`config.mk`:
```
export PLATFORM = sky130hd
export DESIGN_NAME = bt_uart_tx
export DESIGN_NICKNAME = d
export VERILOG_FILES = /design/src/rtl/bt_uart_pkg.sv /design/src/rtl/bt_baud_cnt.sv /design/src/rtl/bt_uart_tx.sv
export SDC_FILE = /design/constraint.sdc
export NUM_CORES = 1
export LEC_CHECK = 0
export CAP_MARGIN = 10
export CORE_AREA = 2 2 71 73
export CTS_CLUSTER_DIAMETER = 40
export CTS_CLUSTER_SIZE = 12
export DETAILED_ROUTE_END_ITERATION = 8
export DIE_AREA = 0 0 73 75
export GPL_TIMING_DRIVEN = 0
export PLACE_DENSITY_LB_ADDON = 0.3
export SYNTH_ARGS = -nofsm -noshare
export SYNTH_HDL_FRONTEND = slang
export SYNTH_SLANG_ARGS = --single-unit
export TNS_END_PERCENT = 5
```
`constraint.sdc`:
```
create_clock -name clk -period 2 [get_ports clk]
set_input_delay 0.4 -clock clk [delete_from_list [all_inputs] [get_ports clk]]
set_output_delay 0.4 -clock clk [all_outputs]
set_load 0.03 [all_outputs]
```
`src/rtl/bt_uart_pkg.sv`:
```
// Shared definitions for the Bluetooth serial link: frame states and the
// baud constants used by both the transmit and receive dividers.
package bt_uart_pkg;

    typedef enum logic [1:0] {
        IDLE  = 2'd0,
        START = 2'd1,
        DATA  = 2'd2,
        STOP  = 2'd3
    } tx_state_e;

    localparam int DATA_BITS        = 8;
    localparam int IDX_W            = $clog2(DATA_BITS);
    localparam int CLKS_PER_BIT_DEF = 10416;
    localparam int CNT_W_DEF        = 20;

    localparam logic [IDX_W-1:0] LAST_BIT_IDX = IDX_W'(DATA_BITS - 1);

endpackage

```
`src/rtl/bt_baud_cnt.sv`:
```
// Bit-period timebase: counts 0..CLKS_PER_BIT-1 while enabled and flags the
// final cycle of each period; parked at zero whenever disabled or cleared.
module bt_baud_cnt
    import bt_uart_pkg::*;
#(
    parameter int CLKS_PER_BIT = CLKS_PER_BIT_DEF,
    parameter int CNT_W        = CNT_W_DEF
) (
    input  logic clk,
    input  logic reset,
    input  logic clr,
    input  logic en,
    output logic bit_end
);

    localparam logic [CNT_W-1:0] LAST_CNT = CNT_W'(CLKS_PER_BIT - 1);

    logic [CNT_W-1:0] count_q;
    logic [CNT_W-1:0] count_d;

    assign bit_end = (count_q == LAST_CNT);

    // Next count: wrap at the end of a period, hold at zero when idle.
    always_comb begin
        count_d = count_q;
        if (clr || !en) begin
            count_d = '0;
        end else if (bit_end) begin
            count_d = '0;
        end else begin
            count_d = count_q + CNT_W'(1);
        end
    end

    // Counter register.
    always_ff @(posedge clk) begin
        if (reset) begin
            count_q <= '0;
        end else begin
            count_q <= count_d;
        end
    end

endmodule

```
`src/rtl/bt_uart_tx.sv`:
```
// 8N1 UART transmitter feeding the Bluetooth module's RXD pin; one byte per
// valid/ready handshake, shifted out LSB first from a registered line.
module bt_uart_tx
    import bt_uart_pkg::*;
#(
    parameter int CLKS_PER_BIT = CLKS_PER_BIT_DEF,
    parameter int CNT_W        = CNT_W_DEF
) (
    input  logic       clk,
    input  logic       reset,
    input  logic [7:0] tx_data,
    input  logic       tx_valid,
    output logic       tx_ready,
    output logic       tx,
    output logic       tx_busy,
    output logic       tx_done
);

    tx_state_e              state_q;
    logic [DATA_BITS-1:0]   shift_q;
    logic [IDX_W-1:0]       bit_idx_q;
    logic                   tx_q;
    logic                   ready_q;
    logic                   busy_q;
    logic                   bit_end_s;
    logic                   accept_s;
    logic                   cnt_en_s;

    assign accept_s = (state_q == IDLE) && tx_valid;
    assign cnt_en_s = (state_q != IDLE);

    bt_baud_cnt #(
        .CLKS_PER_BIT (CLKS_PER_BIT),
        .CNT_W        (CNT_W)
    ) u_baud (
        .clk     (clk),
        .reset   (reset),
        .clr     (accept_s),
        .en      (cnt_en_s),
        .bit_end (bit_end_s)
    );

    // Frame sequencer; the line level for the coming cycle is decided here so tx never sees inputs combinationally.
    always_ff @(posedge clk) begin
        if (reset) begin
            state_q   <= IDLE;
            shift_q   <= '0;
            bit_idx_q <= '0;
            tx_q      <= 1'b1;
            ready_q   <= 1'b1;
            busy_q    <= 1'b0;
        end else begin
            case (state_q)
                IDLE: begin
                    if (tx_valid) begin
                        shift_q   <= tx_data;
                        bit_idx_q <= '0;
                        state_q   <= START;
                        tx_q      <= 1'b0;
                        ready_q   <= 1'b0;
                        busy_q    <= 1'b1;
                    end else begin
                        tx_q      <= 1'b1;
                        ready_q   <= 1'b1;
                        busy_q    <= 1'b0;
                    end
                end
                START: begin
                    if (bit_end_s) begin
                        state_q <= DATA;
                        tx_q    <= shift_q[0];
                    end
                end
                DATA: begin
                    if (bit_end_s) begin
                        if (bit_idx_q == LAST_BIT_IDX) begin
                            state_q <= STOP;
                            tx_q    <= 1'b1;
                        end else begin
                            // shift_q[1] is the bit that lands in position 0 after this shift
                            shift_q   <= {1'b0, shift_q[DATA_BITS-1:1]};
                            bit_idx_q <= bit_idx_q + IDX_W'(1);
                            tx_q      <= shift_q[1];
                        end
                    end
                end
                STOP: begin
                    if (bit_end_s) begin
                        state_q <= IDLE;
                        ready_q <= 1'b1;
                        busy_q  <= 1'b0;
                    end
                end
                default: begin
                    state_q <= IDLE;
                    tx_q    <= 1'b1;
                    ready_q <= 1'b1;
                    busy_q  <= 1'b0;
                end
            endcase
        end
    end

    assign tx       = tx_q;
    assign tx_ready = ready_q;
    assign tx_busy  = busy_q;
    assign tx_done  = (state_q == STOP) && bit_end_s;

endmodule

```
# Word level (Yosys, flattened, before mapping)
# Cells that the tools add are included.
# word_totals
ff_bits	36
input_bits	11
output_inout_bits	4
elab_cells	58
# classes
n_addsub	2
eq_ne	11
muxes	24
n_reduce_logical	14
# ops
cell	n
8-bit two-way mux	3
20-bit by 1-bit adder with 20-bit output (second input constant)	1
20-bit by 14-bit == test with 1-bit output (second input constant)	1
8-bit one-hot mux with 2 select lines	1
2-bit inequality test (second input constant)	6
2-bit two-way mux	5
3-bit two-way mux	3
2-bit one-hot mux with 4 select lines	1
1-bit two-way mux	7
3-bit one-hot mux with 2 select lines	1
2-bit nonzero test	3
5-bit AND reduction	1
2-bit == test (second input constant)	2
1-bit one-hot mux with 2 select lines	2
4-bit AND reduction	1
3-bit by 1-bit adder with 3-bit output (second input constant)	1
3-bit == test (second input constant)	1
1-bit one-hot mux with 3 select lines	1
3-bit AND reduction	1
3-bit nonzero test	1
3-bit OR reduction	1
2-bit by 1-bit == test with 1-bit output (second input constant)	1
1-bit logical AND	2
2-bit logical NOT	1
other kinds (3)	3

# Longest topological paths before layout
# depth
ltp_word	4
mapped_depth	7
depth_no_buf	6

# Modules after synthesis
# A second synthesis with hierarchy kept.
# unflattened
cells_unflattened	198
area_unflattened_um2	1791.7
# modules_own_cells
module	instances	cells_per_inst	area_each_um2	seq_area_each_um2
bt_baud_cnt	1	106	929.6	400.4
bt_uart_tx	1	92	862.1	320.3

# Least setup slack after synthesis
# Ideal clock, no wire load.
# synth_timing
path_kind	register -> output
from	register u_baud.count_q[17]
to	output tx_done
arrival_time_ns	1.947
required_time_ns	1.600
slack_ns	-0.347
stages_incl_launch_ff	4
n_path_buf	0
path_cell_list	dfxtp_1 nor4_1 nand2_1 nor4_1
# synth_between
elab_chain_cells	2
# synth_lines
element	line	text
start, declared	bt_baud_cnt.sv:18	logic [CNT_W-1:0] count_q;
start signal, assigned	bt_baud_cnt.sv:40	count_q <= count_d;
20-bit by 14-bit == test with 1-bit output	bt_baud_cnt.sv:21	assign bit_end = (count_q == LAST_CNT);
1-bit logical AND	bt_uart_tx.sv:107	assign tx_done = (state_q == STOP) && bit_end_s;
end, declared	bt_uart_tx.sv:16	output logic tx_done
# No other way between the ends.

# Worst setup path after layout
# layout_timing
from	register u_baud.count_q[0]
to	output tx_done
# The elaborated chain is that of the path after synthesis.

==> metrics.yaml <==
outcome:
  status: "finished, final reports clean"
logic_synthesis:
  synth_top_area_share_pct: 39.34
  yosysUniqueCellTypes: 42
  synth_area_leaders: "dfxtp_1 39%, a211oi_1 5.7%, mux2i_1 4.9%, ha_1 4.8%, nor2_1 3.7%"
  synthCells: 206
  yosysSeqAreaShare_pct: 39.34
  yosys_warnings: 0
  synth_area_per_cell_um2: 8.892
  synth_seq_cells: 36
  yosys.area.top_type: "dfxtp_1"
  netlist_area_um2: 1832
  syn-num-nets: 224
clocking:
  cts_htree_levels: 2
  clkLatencyLatePin_ps: 290
  clk_pin_slew_worst_paths_ps: 70
  cts_tree: "yes"
  root_buffer: "clkbuf_8"
  cts.sinks: 36
  clk_path_buf_depth: 2
  postCtsHoldBufs: 0
  cts-buffers-inserted: 5
critical_path:
  rr_endpoint: "state_q[0]$_SDFFE_PP0P_"
  cp-end-kind: "output port"
  path_class: "reg -> out"
  r2r_start: "u_baud.count_q[9]$_SDFF_PP0_"
  cp.required_ps: 1600
  critical_path_arrival_ps: 1570
  r2r_slack_ps: 150
  cp_max_fo: 4
  ff2ff_path_depth: 6
  crit_end: "tx_done"
  crit_start: "u_baud.count_q[0]$_SDFF_PP0_"
  timing.critical_path.from_type: "flop"
sta:
  final_max_slew_viol_count: 0
  rsz0062_at_grt: "yes"
  fin_crit_sh_pct: 98.35
  clock_skew_ps: 12.60
  worst_pin_slew_ps: 453.9
  finalCriticalPeriod_ps: 1967
  setup_viol_count_final: 0
  hold_slack_ps: 450.8
  hold_violations: 0
  max_freq_mhz: 508.4
  slew_headroom_pct: 69.74
  setup_tns_ps: 0
finish:
  syn2layout_area_growth_pct: 25.34
  fin_util_pct: 49.26
  nets: 252
  drive_gt1_share_pct: 20.43
  final_cells: 289
  antennaDiodeCount: 0
run:
  maxCapViolCount: 0
power:
  power.total_mw: 2.218
  ir_drop_mv: 0.4723
  p_per_area_nw_per_um2: 966.1
  power_leakage_nw: 0.7797
drt:
  antenna_left: 0
  dr.pass1.iters: 4
  drt_iter0_markers: 81
  drt-total-wl_um: 3907
  drc_errors: 0
  wl_per_cell_um: 13.52
  vias_per_cell: 5.557
  routed-via-count: 1606
grt:
  grt_pass1_wl_um: 6499
  grt_pass1_vias: 1405
  overflow: 0
  grtUsageTotal_pct: 15.10
  antenna_found_initial: 0
  grt_max_degree: 12
worst_hold_path:
  hp-class: "reg -> reg"
  whs_path_depth: 1
die:
  design.core.area_um2: 4661
  die_w_um: 73
  fp.dieH_um: 75
  initial_core_util_pct: 39.30
  die_area_um2: 5475
  rows: 25
  ios: 15
placement:
  numPlacedInstances: 273
  hpwl_um: 2633
  io_buffers: 13
  gp_congestion: 0.7857
worst min path at each step:
stage                                 startpoint  slack [ps]                           end
detailed placement  u_baud.count_q[0]$_SDFF_PP0_         450  u_baud.count_q[0]$_SDFF_PP0_
global placement    u_baud.count_q[0]$_SDFF_PP0_         440  u_baud.count_q[0]$_SDFF_PP0_
global route        u_baud.count_q[0]$_SDFF_PP0_         460  u_baud.count_q[0]$_SDFF_PP0_
finish              u_baud.count_q[0]$_SDFF_PP0_         450  u_baud.count_q[0]$_SDFF_PP0_
CTS                 u_baud.count_q[0]$_SDFF_PP0_         470  u_baud.count_q[0]$_SDFF_PP0_
floorplan           u_baud.count_q[0]$_SDFF_PP0_         430  u_baud.count_q[0]$_SDFF_PP0_
metal layers:
layer,global-route usage [%],part of all wire [%],vias to the layer above
met5,0,0,-
met3,3.614,2.9,5
met1,21.90,52,753
met4,4.938,0.97,0
li1,-,-,826
met2,22.02,44,22
metrics by stage:
step           worst slack [ps]  instance area (um2)
4_1_cts                  -55.02                 2195
3_3_place_gp             -659.8                 2044
3_5_place_dp             -666.5                 2044
6_report                  32.92                 2296
5_1_grt                  -7.222                 2296
2_1_floorplan             125.7                 1847
cell families after synthesis:
family,share of synthesized area (%)
multiplexers,4.918
XOR/XNOR,5.259
flip-flops,39.34
AND/OR/NAND/NOR,26.50
AO/OA/AOI/OAI,15.98
buffers and inverters,3.210
adder cells (fa/ha/maj),4.781
registers in the layout (all words and copies together) (netlist names):
signal / flops
tx_busy: 1
tx_ready: 1
shift_q: 8
bit_idx_q: 3
u_baud.count_q: 20
tx: 1
state_q: 2
what timing repair did:
item                       in CTS  in global routing
gates cloned                    0                  0
pin swaps                       3                  7
setup endpoints to repair      21                 24
resized for setup              15                 20
setup buffers                   2                  6
report_power, final:
| part | leakage [nW] | internal (mW) | switching (mW) |
|---|---|---|---|
| clock network | 0.0510 | 0.275 | 0.263 |
| registers | 0.299 | 0.831 | 0.0734 |
| logic | 0.430 | 0.339 | 0.436 |
| total | 0.780 | 1.45 | 0.773 |
worst max-delay path, cell delays in order, from the launching register on:
cell	delay, ps
dfxtp_4	370
ha_4	140
and3_4	200
nand4_1	160
nor4_4	260
buf_6	170
cell type report:
| cell class | instances | area [um2] |
|---|---|---|
| fill | 438 | 2365 |
| multi-input combinational | 157 | 1145 |
| sequential | 36 | 739.5 |
| timing repair buffer | 21 | 191.4 |
| clock buffer | 6 | 82.58 |
| tap | 54 | 67.56 |
| buffer | 7 | 37.54 |
| inverter | 6 | 22.52 |
| clock inverter | 2 | 10.01 |
synthesized netlist by cell type:
master and instances:
a211oi_1 14, a21oi_1 11, a31oi_1 1, a41o_1 1, and2_1 1, and3_1 2, and3_2 1, and4_1 3
and4_2 1, buf_1 1, buf_2 2, buf_6 1, clkbuf_1 3, dfxtp_1 36, ha_1 7, inv_1 6
mux2i_1 9, nand2_1 16, nand2b_1 3, nand3_1 9, nand3_2 1, nand4_1 6, nor2_1 18, nor2b_1 1
nor3_1 2, nor4_1 3, nor4b_1 2, nor4b_2 1, nor4bb_1 1, o2111a_1 1, o211ai_1 3, o21ai_0 5
o21ai_1 1, o21ai_2 1, o22ai_1 1, o31ai_1 5, or2_2 1, or3_1 7, or4_1 6, or4bb_1 1
xnor2_1 5, xor2_1 6
layout by cell type, fill, tap and decap left out, types with 2 or more instances in the layout:
cell             Yosys  final
clkbuf_1             3      3
nor3_1               2      2
o31ai_1              5      5
nor4_4               0      2
dfxtp_4              0      2
mux2i_1              9      9
nand3_2              1      2
nor2_1              18     17
o211ai_1             3      3
nand2b_1             3      3
nand2_1             16     15
clkbuf_8             0      6
a21oi_1             11     11
inv_1                6      6
a211oi_1            14     14
xnor2_1              5      5
ha_1                 7      6
xor2_1               6      6
buf_6                1      2
dfxtp_2              0      9
o21ai_0              5      5
and3_1               2      2
or4_1                6      6
buf_2                2      2
clkinv_2             0      2
and4_1               3      3
or3_1                7      7
nand4_1              6      6
clkdlybuf4s50_1      0     12
dfxtp_1             36     25
nand3_1              9      8
buf_4                0      8
Note: power is estimated with default switching activity, not from simulation.
